[src/rtl/child_result_collector.sv]
// child_result_collector
// Merges N_CHILD valid/ready result streams into one output stream. A
// round-robin arbiter picks the next child starting from rr_ptr. The winner
// loads a single registered output stage, and each beat is tagged with the
// index of its source child. beat_count counts delivered beats and saturates
// at its maximum value.
module child_result_collector #(
    parameter int N_CHILD = 5,
    parameter int DATA_W  = 8,
    parameter int IDX_W   = $clog2(N_CHILD),
    parameter int CNT_W   = 16
) (
    input  logic                        clk,
    input  logic                        rst_n,
    input  logic [N_CHILD-1:0]          in_valid,
    input  logic [N_CHILD*DATA_W-1:0]   in_data,
    output logic [N_CHILD-1:0]          in_ready,
    output logic                        out_valid,
    output logic [DATA_W-1:0]           out_data,
    output logic [IDX_W-1:0]            out_idx,
    input  logic                        out_ready,
    output logic [CNT_W-1:0]            beat_count
);

    logic [IDX_W-1:0]  rr_ptr_r;
    logic              out_valid_r;
    logic [DATA_W-1:0] out_data_r;
    logic [IDX_W-1:0]  out_idx_r;
    logic [CNT_W-1:0]  beat_count_r;

    logic              can_load_s;
    logic              grant_found_s;
    logic [IDX_W-1:0]  grant_idx_s;
    logic [IDX_W-1:0]  next_ptr_s;
    logic [IDX_W:0]    cand_sum_s;
    logic [IDX_W-1:0]  cand_idx_s;
    logic [DATA_W-1:0] sel_data_s;
    logic              in_xfer_s;
    logic              out_xfer_s;

    assign can_load_s = !out_valid_r || out_ready;
    assign out_xfer_s = out_valid_r && out_ready;
    // While reset is held, no source may see ready. Gating with rst_n keeps
    // that true even though the output stage is empty during reset.
    assign in_xfer_s  = grant_found_s && can_load_s && rst_n;

    // Round-robin search: visit rr_ptr, rr_ptr+1, ... modulo N_CHILD and stop at the first valid child
    always_comb begin
        grant_found_s = 1'b0;
        grant_idx_s   = '0;
        cand_sum_s    = '0;
        cand_idx_s    = '0;
        for (int k = 0; k < N_CHILD; k++) begin
            cand_sum_s = {1'b0, rr_ptr_r} + (IDX_W+1)'(k);
            if (cand_sum_s >= (IDX_W+1)'(N_CHILD)) begin
                cand_sum_s = cand_sum_s - (IDX_W+1)'(N_CHILD);
            end else begin
                cand_sum_s = cand_sum_s;
            end
            cand_idx_s = cand_sum_s[IDX_W-1:0];
            if (!grant_found_s && in_valid[cand_idx_s]) begin
                grant_found_s = 1'b1;
                grant_idx_s   = cand_idx_s;
            end else begin
                grant_found_s = grant_found_s;
            end
        end
    end

    // One-hot ready to the winner, plus selection of its payload and the next priority pointer
    always_comb begin
        in_ready   = '0;
        sel_data_s = in_data[int'(grant_idx_s)*DATA_W +: DATA_W];
        if (in_xfer_s) begin
            in_ready[grant_idx_s] = 1'b1;
        end else begin
            in_ready = '0;
        end
        if (grant_idx_s == IDX_W'(N_CHILD - 1)) begin
            next_ptr_s = '0;
        end else begin
            next_ptr_s = grant_idx_s + IDX_W'(1);
        end
    end

    // Output stage and arbitration pointer. A new beat overrides a drain in the same cycle.
    always_ff @(posedge clk or negedge rst_n) begin
        if (!rst_n) begin
            out_valid_r <= 1'b0;
            out_data_r  <= '0;
            out_idx_r   <= '0;
            rr_ptr_r    <= '0;
        end else if (in_xfer_s) begin
            out_valid_r <= 1'b1;
            out_data_r  <= sel_data_s;
            out_idx_r   <= grant_idx_s;
            rr_ptr_r    <= next_ptr_s;
        end else if (out_xfer_s) begin
            out_valid_r <= 1'b0;
        end else begin
            out_valid_r <= out_valid_r;
        end
    end

    // Delivered-beat counter that saturates at all-ones
    always_ff @(posedge clk or negedge rst_n) begin
        if (!rst_n) begin
            beat_count_r <= '0;
        end else if (out_xfer_s && (beat_count_r != {CNT_W{1'b1}})) begin
            beat_count_r <= beat_count_r + CNT_W'(1);
        end else begin
            beat_count_r <= beat_count_r;
        end
    end

    assign out_valid  = out_valid_r;
    assign out_data   = out_data_r;
    assign out_idx    = out_idx_r;
    assign beat_count = beat_count_r;

endmodule

[config.mk]
export PLATFORM = sky130hd
export DESIGN_NAME = child_result_collector
export DESIGN_NICKNAME = d
export VERILOG_FILES = /design/src/rtl/child_result_collector.sv
export SDC_FILE = /design/constraint.sdc
export NUM_CORES = 1
export LEC_CHECK = 0
export CAP_MARGIN = 20
export CORE_AREA = 2 2 83 85
export DETAILED_ROUTE_END_ITERATION = 7
export DIE_AREA = 0 0 85 87
export GPL_ROUTABILITY_DRIVEN = 0
export GPL_TIMING_DRIVEN = 0
export PLACE_DENSITY = 0.86
export SYNTH_ARGS = -nofsm -noshare
export SYNTH_HDL_FRONTEND = slang
export SYNTH_SLANG_ARGS = --single-unit
[constraint.sdc]
create_clock -name clk -period 4.5 [get_ports clk]
set_input_delay 0.9 -clock clk [delete_from_list [all_inputs] [get_ports clk]]
set_output_delay 0.9 -clock clk [all_outputs]
set_load 0.02 [all_outputs]
==> results.md <==
* Combined area of all synthesized cells at 0.002788 sq mm
* Startpoint-to-endpoint class of the critical path: reg -> out
* Synthesized-area fraction occupied by xor and xnor cells at 0.06284
* H-tree Lvls at 2
* TritonCTS clock tree: yes
* Synth top area cells: dfrtp_1, mux2i_1, nand2_1, xnor2_1, ha_1
* Detailed placer's ending HPWL at 6378 um
* Clk sinks at 31
* Share of synthesized area spent on multiplexers at 0.07630
* Area of the die at 0.007395 sq mm
* Highest net fanout along the worst path at 10
* Width of the die at 85 um
* Max Freq at 213.7 MHz
* Share of layout cells above drive strength 1 at 0.2937
* Largest family of logic cells by synthesized area: compound AO/OA/AOI/OAI gates
* Share of the synthesized area in compound gates (AO/OA/AOI/OAI) at 0.2549
* PD cells at 1020 mW/mm^2
* Violations in the final reports: setup timing
* Hold bufs inserted after CTS at 0
* Worst clock skew on the final layout at 0.003846 ns
* Number of antenna violations at the first check in global routing at 0
* Switching power share of the total at 0.4777
* Internal power of the cells at 2.371 mW
* Minimum clock period at 4.679 ns
* CTS buffer count at 5
* Fill count at 485
* Most common cell after layout, fill and taps aside: clkdlybuf4s50_1
* Synth Flop Type: dfrtp_1
* First-pass GRT wire length at 15390 um
* Number of different library cells in the post-synthesis netlist at 68
* P_leak at 1.909 nW
* Hold violation count in the final report at 0
* Average footprint of a synthesized cell at 8.794 sq um
* Status: finished with violations
* Vias in the first global route at 3228
* Type of origin of the critical path: flop
* Area growth from synthesis to final layout at 59.69%
* Final global-route overflow total at 0
* Number of instances in the placed design at 476
* Layout Utilization at 0.6777
* Total wirelength of the detailed-routed design at 10570 um
* Antenna diode instance count at 0
* Power spent charging and discharging nets at 2.169 mW
* Top-Level Pins at 81
* Adder-cell share of the synthesized area at 0.04758
* Setup violations, final at 5
* Gate power share at 0.849
* Startpoint of the worst-slack reg-to-reg timing path: rr_ptr_r[0]
* Drt first-iter violations at 317
* Synth Warn # at 0
* Post-synth EDFFs at 0
* Die span in y at 87 um
* RSZ-0062 raised after global routing: yes
* Max-capacitance violation count at 0
* Class of the tightest hold or removal check: reg -> reg
* Clock-pin slew of the registers on the worst-case setup and hold paths at 0.06 ns
* Core area at 0.006569 sq mm
* Fraction of synthesis flops using an asynchronous set or reset pin at 1.000
* Crit path capture type: output port
* Detail-routed net length per standard cell at 20.09 um
* Overall Global Routing Usage at 0.2573
* Number of cells produced by synthesis at 317
* Total of flip-flops plus latches after synthesis at 31
* Required arrival time at the worst endpoint at 3.60 ns
* Max-slew headroom at 0.3914
* Largest net degree at the start of global routing at 35
* Number of nets in the finished design at 504
* Minimum setup slack after placement at -1.119 ns
* Overall power consumption at 4.539 mW
* Worst-case setup margin in the final layout at -0.1785 ns
* Most area-hungry cell type in the Yosys netlist: dfrtp_1
* Final non-filler cell total at 526
* Total nets after synthesis at 375
* Antenna violation net count after detailed routing at 0
* Most used cells in the layout excluding fill and tap cells: clkdlybuf4s50_1, buf_4, nand2_1, dfrtp_1, nor2_1
* Sequential power share at 0.102
* PortBufs at 79
* Number of optimization iterations in the first detailed-route pass at 5
* Critical Path Start: rr_ptr_r[0]
* Fraction of power consumed by the clock network at 0.050
* Number of vias after detailed routing at 3287
* Bufs on Longest Clock Path at 2
* Via density per instance at 6.249
* Number of max-slew violations in the final report at 0
* Number of remaining DRC errors at 0
* Share of the synthesized area in the top cell type at 0.2783
* Simple-gate share of the synthesized area at 0.2253
* Sequential cell area fraction in the yosys report at 0.2783
* Clock root buffer: clkbuf_8
* Clock Latency Late Sink at 0.29 ns
* Hold Startpoint: out_idx[1]
* Standard-cell row count at 30
* Slew of the pin with the lowest slew margin at 0.9015 ns
* Initial Util at 0.4244
* Arrival time of the worst setup path at 3.78 ns
* Final critical-path share of the clock period at 1.040
* Max rail drop VDD at 905.1 uV
[path summary, 6_finish.rpt]
kind	endpoint	slack [ns]	cells past startpoint
worst min register to register	out_idx[1]	0.50	1
worst min-delay path	out_idx[1]	0.50	1
worst max register to register	out_data[7]	0.67	16
max in group asynchronous	rr_ptr_r[2]	3.26	1
min in group asynchronous	beat_count[6]	0.69	1
worst max-delay path	in_ready[1]	-0.18	14
[power groups by stage]
stage                     sequential, mW  combinational (mW)  clock, mW
after floorplan                    0.541                1.87          0
after global placement             0.472                2.55          0
after detailed placement           0.476                2.64          0
after CTS                          0.454                3.24      0.226
after global routing               0.466                4.04      0.238
final                              0.461                3.85      0.227
[worst max-delay path: stages (launching register included)]
cell and delay [ns]:
dfrtp_2 0.40, buf_4 0.15, buf_4 0.20, buf_6 0.17
mux2_1 0.33, nor4_1 0.31, a31oi_1 0.15, a41oi_2 0.37
a211oi_1 0.11, o311ai_2 0.34, a22oi_2 0.18, nor4bb_4 0.34
buf_6 0.15, nor2b_2 0.15, buf_6 0.13
[stage by stage]
| step | instance area [sq um] | TNS [ns] | hold slack [ns] |
|---|---|---|---|
| detailed placement | 3677 | -4.984 | 0.4731 |
| CTS | 4222 | -0.04224 | 0.4915 |
| global placement | 3682 | -4.736 | 0.4669 |
| global route | 4452 | -0.7959 | 0.5168 |
| floorplan | 2791 | 0 | 0.5827 |
| finish | 4452 | -0.4536 | 0.4953 |
[cells in the mapped netlist (8+ instances only)]
library cell / n
ha_1: 9
and3_1: 8
nor2_1: 24
a21oi_1: 13
nand3_1: 11
xnor2_1: 14
inv_1: 11
o22ai_1: 12
dfrtp_1: 31
nand2_1: 33
a22o_1: 10
mux2i_1: 19
[area by class of cell]
class | count | area [sq um] | share of cell area
timing repair buffer | 122 | 1107 | 0.2487
multi-input combinational | 260 | 2172 | 0.4879
tap | 80 | 100.1 | 0.02248
sequential | 31 | 779.5 | 0.1751
inverter | 11 | 50.05 | 0.01124
clock buffer | 6 | 82.58 | 0.01855
buffer | 15 | 155.1 | 0.03485
clock inverter | 1 | 5.005 | 0.001124
[cells by family (layout without fill, tap and decap cells)]
logic type / after synthesis / in the layout
AND/OR/NAND/NOR: 120 / 120
AO/OA/AOI/OAI: 89 / 89
flip-flops: 31 / 31
buffers and inverters: 26 / 155
multiplexers: 21 / 21
XOR/XNOR: 20 / 20
adder cells (fa/ha/maj): 10 / 10
[routing by layer]
metal	track usage	part of all wire	vias up
li1	-	-	1445
met3	0.06445	0.090	50
met5	0	0	-
met2	0.4659	0.51	210
met1	0.2932	0.36	1582
met4	0.09235	0.038	0
[timing repair]
item	4_1_cts	5_1_grt
pin swaps	16	15
gates resized for setup	83	32
buffers inserted	27	16
endpoints found under the setup margin	5	5
[registers in the layout (all words and copies together) (netlist names)]
register    flops
out_data        8
out_idx         3
rr_ptr_r        3
beat_count     16
out_valid       1
Note: power is estimated with default switching activity, not from simulation.
